### config.mk
export PLATFORM = sky130hd
export DESIGN_NAME = if_id_skid_buffer
export DESIGN_NICKNAME = d
export VERILOG_FILES = /design/src/rtl/if_id_skid_buffer.sv
export SDC_FILE = /design/constraint.sdc
export NUM_CORES = 1
export LEC_CHECK = 0
export BUFFER_PORTS_ARGS = -buffer_cell sky130_fd_sc_hd__buf_4
export CORE_MARGIN = 2
export CORE_UTILIZATION = 57
export CTS_BUF_LIST = sky130_fd_sc_hd__clkbuf_16
export DETAILED_ROUTE_END_ITERATION = 7
export HOLD_SLACK_MARGIN = 0.05
export MAX_ROUTING_LAYER = met4
export PLACE_DENSITY = 0.85
export SYNTH_ARGS = -nofsm -noshare
export SYNTH_HDL_FRONTEND = slang
export SYNTH_SLANG_ARGS = --single-unit
### constraint.sdc
create_clock -name clk -period 5.5 [get_ports clk]
set_clock_uncertainty 0.05 [all_clocks]
set_input_delay 0.55 -clock clk [delete_from_list [all_inputs] [get_ports clk]]
set_output_delay 0.55 -clock clk [all_outputs]
set_load 0.005 [all_outputs]
### src/rtl/if_id_skid_buffer.sv
// if_id_skid_buffer: two-entry skid buffer sitting between fetch (IF) and decode (ID).
// Holds {PC, PC+4, instruction}. The main entry drives id_*; the skid entry catches
// the one beat that fetch may push while decode stalls. if_ready depends on state only.
// Optional feature macro: IFID_PERF_CNT_EN adds stall_cnt / flush_cnt event counters.
module if_id_skid_buffer #(
   parameter int unsigned ADDR_W  = 64,
   parameter int unsigned INSTR_W = 32
) (
   input  logic               clk,
   input  logic               reset,
   input  logic               flush,
   input  logic               if_valid,
   output logic               if_ready,
   input  logic [ADDR_W-1:0]  if_pc,
   input  logic [ADDR_W-1:0]  if_pcplus4,
   input  logic [INSTR_W-1:0] if_instruction,
   output logic               id_valid,
   input  logic               id_ready,
   output logic [ADDR_W-1:0]  id_pc,
   output logic [ADDR_W-1:0]  id_pcplus4,
   output logic [INSTR_W-1:0] id_instruction
`ifdef IFID_PERF_CNT_EN
   ,
   output logic [31:0]        stall_cnt,
   output logic [31:0]        flush_cnt
`endif
);

   // Occupancy: StEmpty = no beat, StOne = main only, StFull = main + skid.
   typedef enum logic [1:0] {
      StEmpty = 2'd0,
      StOne   = 2'd1,
      StFull  = 2'd2
   } state_e;

   state_e               r_state_q;
   state_e               w_state_d;

   logic [ADDR_W-1:0]    r_main_pc;
   logic [ADDR_W-1:0]    r_main_pcplus4;
   logic [INSTR_W-1:0]   r_main_instr;
   logic [ADDR_W-1:0]    r_skid_pc;
   logic [ADDR_W-1:0]    r_skid_pcplus4;
   logic [INSTR_W-1:0]   r_skid_instr;

   logic                 w_in;
   logic                 w_out;
   logic                 w_load_main_in;
   logic                 w_load_main_skid;
   logic                 w_load_skid;

   // Handshake flags; ready/valid are pure functions of state so there is no
   // combinational path from id_ready back to if_ready.
   assign if_ready = (r_state_q != StFull);
   assign id_valid = (r_state_q != StEmpty);
   assign w_in     = if_valid & if_ready;
   assign w_out    = id_valid & id_ready;

   assign id_pc          = r_main_pc;
   assign id_pcplus4     = r_main_pcplus4;
   assign id_instruction = r_main_instr;

   // Next-state and entry-load decode; flush overrides everything and blocks all loads.
   always_comb begin
      w_state_d        = r_state_q;
      w_load_main_in   = 1'b0;
      w_load_main_skid = 1'b0;
      w_load_skid      = 1'b0;
      case (r_state_q)
         StEmpty: begin
            if (w_in) begin
               w_state_d      = StOne;
               w_load_main_in = 1'b1;
            end
         end
         StOne: begin
            if (w_in && !w_out) begin
               w_state_d   = StFull;
               w_load_skid = 1'b1;
            end else if (w_out && !w_in) begin
               w_state_d = StEmpty;
            end else if (w_in && w_out) begin
               w_state_d      = StOne;
               w_load_main_in = 1'b1;
            end
         end
         StFull: begin
            // if_ready is low here, so only the drain side can move.
            if (w_out) begin
               w_state_d        = StOne;
               w_load_main_skid = 1'b1;
            end
         end
         default: begin
            w_state_d = StEmpty;
         end
      endcase
      if (flush) begin
         w_state_d        = StEmpty;
         w_load_main_in   = 1'b0;
         w_load_main_skid = 1'b0;
         w_load_skid      = 1'b0;
      end
   end

   // State register; reset takes priority over flush.
   always_ff @(posedge clk) begin
      if (reset) begin
         r_state_q <= StEmpty;
      end else begin
         r_state_q <= w_state_d;
      end
   end

   // Main entry: loaded from fetch or promoted from skid; holds otherwise.
   always_ff @(posedge clk) begin
      if (reset) begin
         r_main_pc      <= '0;
         r_main_pcplus4 <= '0;
         r_main_instr   <= '0;
      end else if (w_load_main_in) begin
         r_main_pc      <= if_pc;
         r_main_pcplus4 <= if_pcplus4;
         r_main_instr   <= if_instruction;
      end else if (w_load_main_skid) begin
         r_main_pc      <= r_skid_pc;
         r_main_pcplus4 <= r_skid_pcplus4;
         r_main_instr   <= r_skid_instr;
      end
   end

   // Skid entry: captures the younger beat while the main entry is stalled.
   always_ff @(posedge clk) begin
      if (reset) begin
         r_skid_pc      <= '0;
         r_skid_pcplus4 <= '0;
         r_skid_instr   <= '0;
      end else if (w_load_skid) begin
         r_skid_pc      <= if_pc;
         r_skid_pcplus4 <= if_pcplus4;
         r_skid_instr   <= if_instruction;
      end
   end

`ifdef IFID_PERF_CNT_EN
   logic [31:0] r_stall_cnt;
   logic [31:0] r_flush_cnt;

   // Event counters: fetch-blocked cycles and flush cycles; flush does not clear them.
   always_ff @(posedge clk) begin
      if (reset) begin
         r_stall_cnt <= '0;
         r_flush_cnt <= '0;
      end else begin
         if (if_valid && !if_ready) begin
            r_stall_cnt <= r_stall_cnt + 32'd1;
         end
         if (flush) begin
            r_flush_cnt <= r_flush_cnt + 32'd1;
         end
      end
   end

   assign stall_cnt = r_stall_cnt;
   assign flush_cnt = r_flush_cnt;
`endif

endmodule

* Word level (Yosys, flattened, before mapping)
Index checks and enable logic that the tools add are counted.
** Word-level totals
- Register bits :: 322
- Input bits :: 165
- Output and inout port bits :: 162
- Logic and storage cells :: 49
** Operators by class
- Equality and inequality tests :: 6
- Muxes and demuxes :: 24
- Bitwise logic cells :: 2
- Reduce and logical (&&, ||, !) cells :: 10
** Operator list (count)
- 64-bit two-way mux :: 4
- 32-bit two-way mux :: 2
- 1-bit two-way mux :: 11
- 2-bit two-way mux :: 5
- 2-bit != test (second input constant) :: 3
- 2-bit case mux with 3 select lines :: 1
- 4-bit != test (second input constant) :: 1
- 2-bit nonzero test :: 2
- 1-bit logical AND :: 3
- 3-bit AND reduction :: 1
- 1-bit AND :: 2
- 2-bit by 1-bit equality test with 1-bit output (second input constant) :: 1
- 2-bit equality test (second input constant) :: 1
- 1-bit logical NOT :: 2
- 2-bit logical NOT :: 1
- 1-bit case mux with 2 select lines :: 1
- 2-bit OR reduction :: 1

* Longest topological paths before layout
Gate-level depths: netlist of run 1.
- Depth in word-level cells :: 9
- Mapped depth :: 11
- Gate-level depth less buffers :: 7

* Worst setup path after synthesis of run 1
OpenSTA, ideal clock, no wires.
- Path type :: flip-flop to flip-flop
- From :: reg r_state_q[1]
- To :: reg r_main_instr[25], in the netlist id_instruction[25]
- Arrival :: 2.039 ns
- Data required time :: 5.318 ns
- Path slack :: 3.279 ns
- Cell stages (with the launch flop) :: 11
- Buffers on the path :: 4
- Clock period less this slack :: 2.221 ns
- Cell sequence :: dfxtp_1 buf_4 or2_2 and2_1 ha_1 mux2_4 buf_6 buf_6 buf_6 a32oi_1 a21oi_1
** Between the ends
- Word-level cells in the longest chain between the ends :: 9
- Elaborated cells between the ends (all ways) :: 23
- Classes of those cells :: eq/ne (3); mux (10); bitwise (2); reduce/logical (8)
** RTL lines
- from (decl) :: RTL line 36 : state_e r_state_q;
- from (signal assigned) :: RTL line 109 : r_state_q <= StEmpty;
- from (signal assigned) :: RTL line 111 : r_state_q <= w_state_d;
- 2-bit nonzero test * :: RTL line 55 : assign id_valid = (r_state_q != StEmpty);
- net id_valid :: RTL line 17 : output logic id_valid,
- 1-bit AND * :: RTL line 57 : assign w_out = id_valid & id_ready;
- 1-bit logical AND :: RTL line 82 : end else if (w_in && w_out) begin
- 1-bit two-way mux :: RTL line 82
- 1-bit two-way mux :: RTL line 80 : end else if (w_out && !w_in) begin
- 1-bit two-way mux :: RTL line 77 : if (w_in && !w_out) begin
- 1-bit case mux with 2 select lines :: RTL line 69 : case (r_state_q)
- 1-bit two-way mux :: RTL line 98 : if (flush) begin
- 32-bit two-way mux / 2-bit nonzero test (equally long branches)
- to (signal assigned) :: RTL line 124 : r_main_instr <= if_instruction;
- to (signal assigned) :: RTL line 128 : r_main_instr <= r_skid_instr;
- to (decl) :: RTL line 41 : logic [INSTR_W-1:0] r_main_instr;
Mark *: on every way through the listed nets, which the timed path passes. The rest lies on a longest branch.
A chain may end at the register's enable or synchronous reset.

* Worst setup path after layout of run 1
- From :: reg r_state_q[0]
- To :: reg r_main_pc[32], in the netlist id_pc[32]
** Between the ends
- Word-level cells in the longest chain between the ends :: 9
- Elaborated cells between the ends (all ways) :: 23
- Classes of those cells :: eq/ne (3); mux (10); bitwise (2); reduce/logical (8)
** RTL lines
- 2-bit != test / 2-bit nonzero test (equally long branches) :: RTL line 54, 55
- 1-bit AND, on equally long branches :: RTL line 56, 57
- 1-bit logical AND / 1-bit logical NOT (equally long branches) :: RTL line 82, 80
- 1-bit two-way mux / 1-bit logical AND (equally long branches) :: RTL line 82, 80
- 1-bit two-way mux :: RTL line 80
- 1-bit two-way mux :: RTL line 77
- 1-bit case mux with 2 select lines :: RTL line 69
- 1-bit two-way mux :: RTL line 98
- 64-bit two-way mux / 2-bit nonzero test (equally long branches)
- to (signal assigned) :: RTL line 122 : r_main_pc <= if_pc;
- to (signal assigned) :: RTL line 126 : r_main_pc <= r_skid_pc;
- to (decl) :: RTL line 39 : logic [ADDR_W-1:0] r_main_pc;
Several ways; a longest one is shown, not always the timed one.

==> Implementation_results.wiki, run 1 <==
{| class="wikitable"
! Metric !! Value
|-
| Status || finished, final reports clean
|-
| Setup Fix Bufs, Post-CTS || 0
|-
| Startpoint type of the worst setup path || register
|-
| Portion of the clock cycle consumed by the worst path in the final layout || 55.5%
|-
| Pin count of the biggest net entering global routing || 164
|-
| GR Layer Usage met3 || 6.25%
|-
| Quantity of gates resized following cts || 0
|-
| # Max-Cap Violations || 0
|-
| Number of nets with antenna violations after routing || 0
|-
| Quantity of hold-fixing buffers added after cts || 0
|-
| Area enclosed by the die boundary || 23900 µm²
|-
| Final instance count without filler cells || 1990
|-
| Number of distinct library cells after synthesis || 26
|-
| Vias/cell || 6.40
|-
| Highest clock rate || 328 MHz
|-
| DP Cell Count || 1932
|-
| Count of endpoints failing setup in the final report || 0
|-
| Clock tree buffer depth || 3
|-
| Total iterations of the first detailed-routing run || 8
|-
| Die span in x || 155 µm
|-
| Synthesis-to-finish area growth || 24.8%
|-
| Instance count of the mapped netlist || 1486
|-
| Classification of the worst setup path || register to register
|-
| Min Clock Period, post-route || 3.05 ns
|-
| Number of vias in the routed layout || 12700
|-
| Final max-slew violation count || 0
|-
| Required time at the endpoint of the critical path || 5.85 ns
|-
| Peak fanout along the critical path || 81
|-
| Final RePlAce weighted congestion || 0.825
|-
| End of the worst register-to-register path || id_pc[32]$_SDFFE_PP0P_
|-
| Number of cells on the worst reg-to-reg path || 7
|-
| CTS Root Cell || sky130_fd_sc_hd__clkbuf_16
|-
| Start of the worst register-to-register path || r_state_q[0]$_SDFFE_PP0P_
|-
| Initial antenna violation count || 0
|-
| Clock-pin slew of the registers on the worst-case setup and hold paths || 0.06 ns
|-
| Critical path capture point type || register
|-
| Number of global-route vias before repair || 11600
|-
| Most frequent cells in the layout || sky130_fd_sc_hd__buf_4, sky130_fd_sc_hd__dfxtp_1, sky130_fd_sc_hd__a21oi_1, sky130_fd_sc_hd__nand2_1
|-
| Setup repair after global routing missed its margin || no
|-
| Sum of buffers and inverters on the critical path || 1
|-
| Min setup slack post-route || 2.45 ns
|-
| Synthesized-area fraction occupied by and/or/nand/nor cells || 10.1%
|-
| Post-layout net count || 1850
|-
| First-pass GRT wire length || 59.9 mm
|-
| I/O Buffers || 326
|-
| Final WL || 38.2 mm
|-
| Ports || 327
|-
| Largest family of logic cells by synthesized area || compound AO/OA/AOI/OAI gates
|-
| Warnings from Yosys || 0
|-
| Mean cell area of the mapped netlist || 8.71 µm²
|-
| CORE AREA || 22400 µm²
|-
| Post-DP HPWL || 21.6 mm
|-
| Worst rel slew slack || 28.3%
|-
| Worst setup slack before clock tree synthesis || 2.50 ns
|-
| Row cnt || 55
|-
| Commonest non-fill, non-tap cell in the layout || sky130_fd_sc_hd__buf_4
|-
| Least-Margin Pin Slew || 1.08 ns
|-
| Parity-gate share of the synthesized area counting xor and xnor cells || 0%
|-
| Synth Area in Adders || 0.193%
|-
| Cells along the critical path || nand2b_1, and2_1, ha_1, mux2_4, buf_12, a32oi_1, a21oi_1
|-
| Post-synthesis mux area share || 0.290%
|-
| Critical Path Stages || 7
|-
| Portion of the post-synthesis area used by sequential elements || 49.8%
|-
| Clock buffers created by TritonCTS || 34
|-
| Layer carrying the most global-route usage || met2
|-
| Power density over the cells || 317 nW/µm²
|-
| CP Launch Point || r_state_q[0]$_SDFFE_PP0P_
|-
| Leakage power figure || 0.00572 µW
|-
| Yosys reg bits || 322
|-
| Final core area utilization || 72.0%
|-
| Post-Synthesis Net Count || 1653
|-
| Initial DRC count || 1259
|-
| Highest-delay cell along the critical path || sky130_fd_sc_hd__mux2_4
|-
| Starting density of the core || 57.7%
|-
| Final global-route overflow total || 0
|-
| GR Layer Usage met1 || 41.5%
|-
| Share of post-route cells with drive strength above 1 || 23.2%
|-
| Remaining design rule violation count || 0
|-
| Dominant delay contributor by cell family on the critical path || multiplexers
|-
| Total global routing track utilization || 30.9%
|-
| Insertion delay to the later sink of the worst-skew pair || 0.49 ns
|-
| End of the critical path || id_pc[32]$_SDFFE_PP0P_
|-
| Number of sinks on the clock net || 322
|-
| Die span in y || 155 µm
|-
| R2R Setup Slk || 2.45 ns
|-
| Worst VDD drop || 0.000236 V
|-
| Data arrival time of the critical path || 3.40 ns
|-
| Compound-Gate Fraction of Synth Area || 32.7%
|-
| Met2 Usage GRT || 47.1%
|-
| Final hold violation count || 0
|-
| Clock tree from TritonCTS || yes
|-
| Class of the worst hold path || input port to register
|-
| Sum of negative setup slack || 0 ns
|-
| Slowest stage delay, CP || 0.77 ns
|-
| Number of inserted diodes || 0
|-
| WL/cell || 19.2 µm
|-
| H-tree lvl count || 2
|-
| Synthesized area || 12900 µm²
|}
-- logic make-up after synthesis --
kind of cell / count (synthesis)
adder cells (fa/ha/maj): 2
flip-flops: 322
buffers and inverters: 181
multiplexers: 2
AND/OR/NAND/NOR: 335
AO/OA/AOI/OAI: 644
-- worst min-delay path, delay by kind of cell --
| kind | cells | cell delay, ns |
|---|---|---|
| AOI/OAI and AO/OA | 1 | 0.05 |
| and+or+nand+nor | 1 | 0.05 |
| buffers and inverters | 1 | 0.11 |
-- cell usage after synthesis (all sizes together) --
cell	n	area, µm²
mux2i	1	22.5
nand3b	1	7.51
buf	86	527
nand4bb	2	22.5
mux2	1	15.0
a32oi	160	1400
clkbuf	94	353
nor2	1	3.75
dfxtp	322	6450
nand2b	3	18.8
nor3	1	5.00
inv	1	3.75
and4bb	1	12.5
a211oi	1	7.51
a21o	1	7.51
ha	2	25.0
nand2	321	1200
a21oi	321	1610
or2	2	12.5
nor4bb	1	10.0
and2	2	12.5
o211ai	160	1200
o32a	1	10.0
-- stage by stage --
stage | power [µW] | area [µm²] | hold slack, ns
after floorplan | 2740 | 12900 | 0.386
after global placement | 2990 | 15100 | 0.391
after detailed placement | 3000 | 15100 | 0.396
after CTS | 5130 | 16100 | 0.232
after global routing | 5280 | 16100 | 0.243
final | 5110 | 16100 | 0.249
-- worst min-delay path by stage --
stage | start | to | slack [ns] | cells after the start
after floorplan | r_skid_instr[0]$_SDFFE_PP0P_ | r_skid_instr[0]$_SDFFE_PP0P_ | 0.39 | 2
after global placement | r_skid_instr[24]$_SDFFE_PP0P_ | r_skid_instr[24]$_SDFFE_PP0P_ | 0.39 | 2
after detailed placement | r_skid_pcplus4[60]$_SDFFE_PP0P_ | r_skid_pcplus4[60]$_SDFFE_PP0P_ | 0.40 | 2
after CTS | if_pc[25] | r_skid_pc[25]$_SDFFE_PP0P_ | 0.23 | 3
after global routing | if_pc[22] | r_skid_pc[22]$_SDFFE_PP0P_ | 0.24 | 3
final | if_pc[25] | r_skid_pc[25]$_SDFFE_PP0P_ | 0.25 | 3
-- sequential cells by signal (all words and copies together), names as in the netlist --
register        count
r_state_q           2
id_pc              64
r_skid_pc          64
id_instruction     32
r_skid_pcplus4     64
id_pcplus4         64
r_skid_instr       32
-- layout make-up --
class | count | area (µm²)
clock buffer | 37 | 926
inverter | 1 | 3.75
sequential | 322 | 6450
tap | 285 | 357
timing repair buffer | 341 | 2620
multi-input combinational | 983 | 5670
fill | 1706 | 6290
clock inverter | 21 | 124
-- routing by layer --
| layer | part of all wire, % | wire (µm) | vias up |
|---|---|---|---|
| li1 | - | - | 5870 |
| met1 | 40 | 15500 | 6079 |
| met2 | 47 | 17900 | 715 |
| met3 | 9.8 | 3760 | 78 |
| met4 | 2.9 | 1120 | 0 |
| met5 | 0 | 0 | - |
-- power breakdown --
part / leakage (µW) / internal, µW / switching, µW
clock network: 0.000537 / 1260 / 893
registers: 0.00261 / 2410 / 48.4
logic: 0.00256 / 228 / 278
total: 0.00572 / 3890 / 1220
Power figures use the tool's default switching activity.
==> run 2, diff against run 1 <==
CORE_UTILIZATION = 53   (was 57)
PLACE_DENSITY = 0.8   (was 0.85)
clock period = 2.9 ns   (was 5.5 ns; I/O delays follow)
==> run 2 against run 1 <==
Effect of this change:
- critical path depth unchanged
- first-iteration DRC count increased by 8.4%
- register-to-register slack worse by 2.0 ns
- final cell count up 11%
- critical path type unchanged
- critical endpoint is now id_pc[41]$_SDFFE_PP0P_
- largest cell class unchanged
==> Implementation_results.wiki, run 2 (synthesized netlist as in run 1, its figures left out) <==
{| class="wikitable"
! Metric !! Value
|-
| Synthesis-to-finish area growth || 39.7%
|-
| Total iterations of the first detailed-routing run || 7
|-
| Post-layout net count || 2026
|-
| Hold Slack || 0.0925 ns
|-
| Switching power total || 2390 µW
|-
| H-tree lvl count || 2
|-
| Portion of the clock cycle consumed by the worst path in the final layout || 84.4%
|-
| Final RePlAce weighted congestion || 0.849
|-
| Status || finished, final reports clean
|-
| Total Power || 9930 µW
|-
| Part of the total power dissipated in combinational logic || 12.1%
|-
| Dominant delay contributor by cell family on the critical path || simple AND/OR/NAND/NOR gates
|-
| Classification of the worst setup path || register to register
|-
| Clock-pin slew of the registers on the worst-case setup and hold paths || 0.06 ns
|-
| Final instance count without filler cells || 2208
|-
| Required time at the endpoint of the critical path || 3.22 ns
|-
| Sum of negative setup slack || 0 ns
|-
| Final max-slew violation count || 0
|-
| Clock buffers created by TritonCTS || 34
|-
| Worst rel slew slack || 43.2%
|-
| CTS Root Cell || sky130_fd_sc_hd__clkbuf_16
|-
| Slowest stage delay, CP || 0.49 ns
|-
| Row cnt || 57
|-
| Start point of the worst min-delay path || id_ready
|-
| Data arrival time of the critical path || 2.77 ns
|-
| Vias/cell || 6.20
|-
| Class of the worst hold path || input port to register
|-
| First-pass GRT wire length || 68.2 mm
|-
| Final global-route overflow total || 0
|-
| Sum of buffers and inverters on the critical path || 1
|-
| Number of nets with antenna violations after routing || 0
|-
| Die span in y || 160 µm
|-
| Die span in x || 160 µm
|-
| Start of the worst register-to-register path || r_state_q[1]$_SDFFE_PP0P_
|-
| Total global routing track utilization || 32.8%
|-
| Total placed instance area || 15400 µm²
|-
| Number of sinks on the clock net || 322
|-
| Quantity of gates resized following cts || 0
|-
| Number of global-route vias before repair || 13100
|-
| Initial DRC count || 1365
|-
| R2R Setup Slk || 0.45 ns
|-
| Hold worst-path end || r_state_q[0]$_SDFFE_PP0P_
|-
| Clock share of power || 41.0%
|-
| Worst VDD drop || 0.000453 V
|-
| Power density over the cells || 549 nW/µm²
|-
| Setup Fix Bufs, Post-CTS || 0
|-
| Insertion delay to the later sink of the worst-skew pair || 0.50 ns
|-
| CORE AREA || 24100 µm²
|-
| Commonest non-fill, non-tap cell in the layout || sky130_fd_sc_hd__buf_4
|-
| Least-Margin Pin Slew || 0.851 ns
|-
| Clock tree buffer depth || 3
|-
| Final standard cell area without fillers || 18100 µm²
|-
| Clock tree from TritonCTS || yes
|-
| Starting density of the core || 53.7%
|-
| Min Clock Period, post-route || 2.45 ns
|-
| Highest clock rate || 409 MHz
|-
| Number of cells on the worst reg-to-reg path || 7
|-
| Cells along the critical path || or2_2, and2_1, ha_1, mux2_4, buf_4, a32oi_1, a21oi_1
|-
| Hold Path Stages || 3
|-
| Ports || 327
|-
| Startpoint type of the worst setup path || register
|-
| Initial antenna violation count || 2
|-
| End of the worst register-to-register path || id_pc[41]$_SDFFE_PP0P_
|-
| Internal power || 7530 µW
|-
| Critical path capture point type || register
|-
| Final WL || 43.1 mm
|-
| Leakage power figure || 0.00654 µW
|-
| Number of vias in the routed layout || 13700
|-
| WL/cell || 19.5 µm
|-
| Setup repair after global routing missed its margin || no
|-
| Count of endpoints failing setup in the final report || 0
|-
| I/O Buffers || 326
|-
| # Max-Cap Violations || 0
|-
| Peak fanout along the critical path || 45
|-
| Highest-delay cell along the critical path || sky130_fd_sc_hd__mux2_4
|-
| Pin count of the biggest net entering global routing || 161
|-
| Area enclosed by the die boundary || 25700 µm²
|-
| Remaining design rule violation count || 0
|-
| Switching share of power || 24.1%
|-
| Most frequent cells in the layout || sky130_fd_sc_hd__buf_4, sky130_fd_sc_hd__dfxtp_1, sky130_fd_sc_hd__a21oi_1, sky130_fd_sc_hd__nand2_1, sky130_fd_sc_hd__dlygate4sd3_1
|-
| Final hold violation count || 0
|-
| Post-DP HPWL || 22.9 mm
|-
| Power share of the sequential group || 46.8%
|-
| DP Cell Count || 1986
|-
| Share of post-route cells with drive strength above 1 || 21.5%
|}
## run 2: tightest hold or removal path, stage by stage
cell and delay, ns:
sky130_fd_sc_hd__buf_4 0.14, sky130_fd_sc_hd__nand3b_1 0.08, sky130_fd_sc_hd__a211oi_1 0.08
## run 2: final cells by class
class	count	area, µm²
Antenna cell	2	5.00
Multi-Input combinational cell	983	5670
Clock buffer	37	926
Inverter	1	3.75
Sequential cell	322	6450
Clock inverter	22	115
Tap cell	324	405
Timing Repair Buffer	517	4500
Fill cell	1683	6030
## run 2: per-layer routing
layer / vias to the layer above / global-route usage, % / part of all wire, %
li1: 6226 / - / -
met1: 6501 / 41.3 / 39
met2: 833 / 53.2 / 49
met3: 129 / 6.78 / 9.1
met4: 0 / 10.3 / 2.9
met5: - / - / 0
## run 2: worst max-delay path by stage
stage	startpoint	to	slack, ns	depth (start not counted)
after detailed placement	r_state_q[1]$_SDFFE_PP0P_	id_pc[52]$_SDFFE_PP0P_	0.53	7
after global routing	r_state_q[1]$_SDFFE_PP0P_	id_pc[49]$_SDFFE_PP0P_	0.34	8
after CTS	r_state_q[1]$_SDFFE_PP0P_	id_pc[58]$_SDFFE_PP0P_	0.49	7
final	r_state_q[1]$_SDFFE_PP0P_	id_pc[41]$_SDFFE_PP0P_	0.45	7
after global placement	r_state_q[1]$_SDFFE_PP0P_	id_pc[45]$_SDFFE_PP0P_	0.61	7
after floorplan	r_state_q[1]$_SDFFE_PP0P_	id_instruction[25]$_SDFFE_PP0P_	0.68	10
## run 2: what timing repair did
| action | 4_1_cts | 5_1_grt |
|---|---|---|
| setup endpoints to repair | 0 | 0 |
| hold buffers | 161 | 0 |
| hold endpoints to repair | 271 | 0 |
## run 2: metrics by stage
stage	setup WS (ns)	util (%)
after floorplan	0.679	-
after global placement	0.605	64.0
after detailed placement	0.534	64.0
after CTS	0.489	75.0
after global routing	0.340	75.0
final	0.453	75.0
## run 2: power groups by stage
stage / Clock [µW] / Sequential, µW / Combinational (µW)
after global placement: 0 / 4740 / 974
after detailed placement: 0 / 4740 / 987
after global routing: 4300 / 4660 / 1280
after CTS: 4110 / 4640 / 1170
after floorplan: 0 / 4730 / 472
final: 4070 / 4650 / 1200
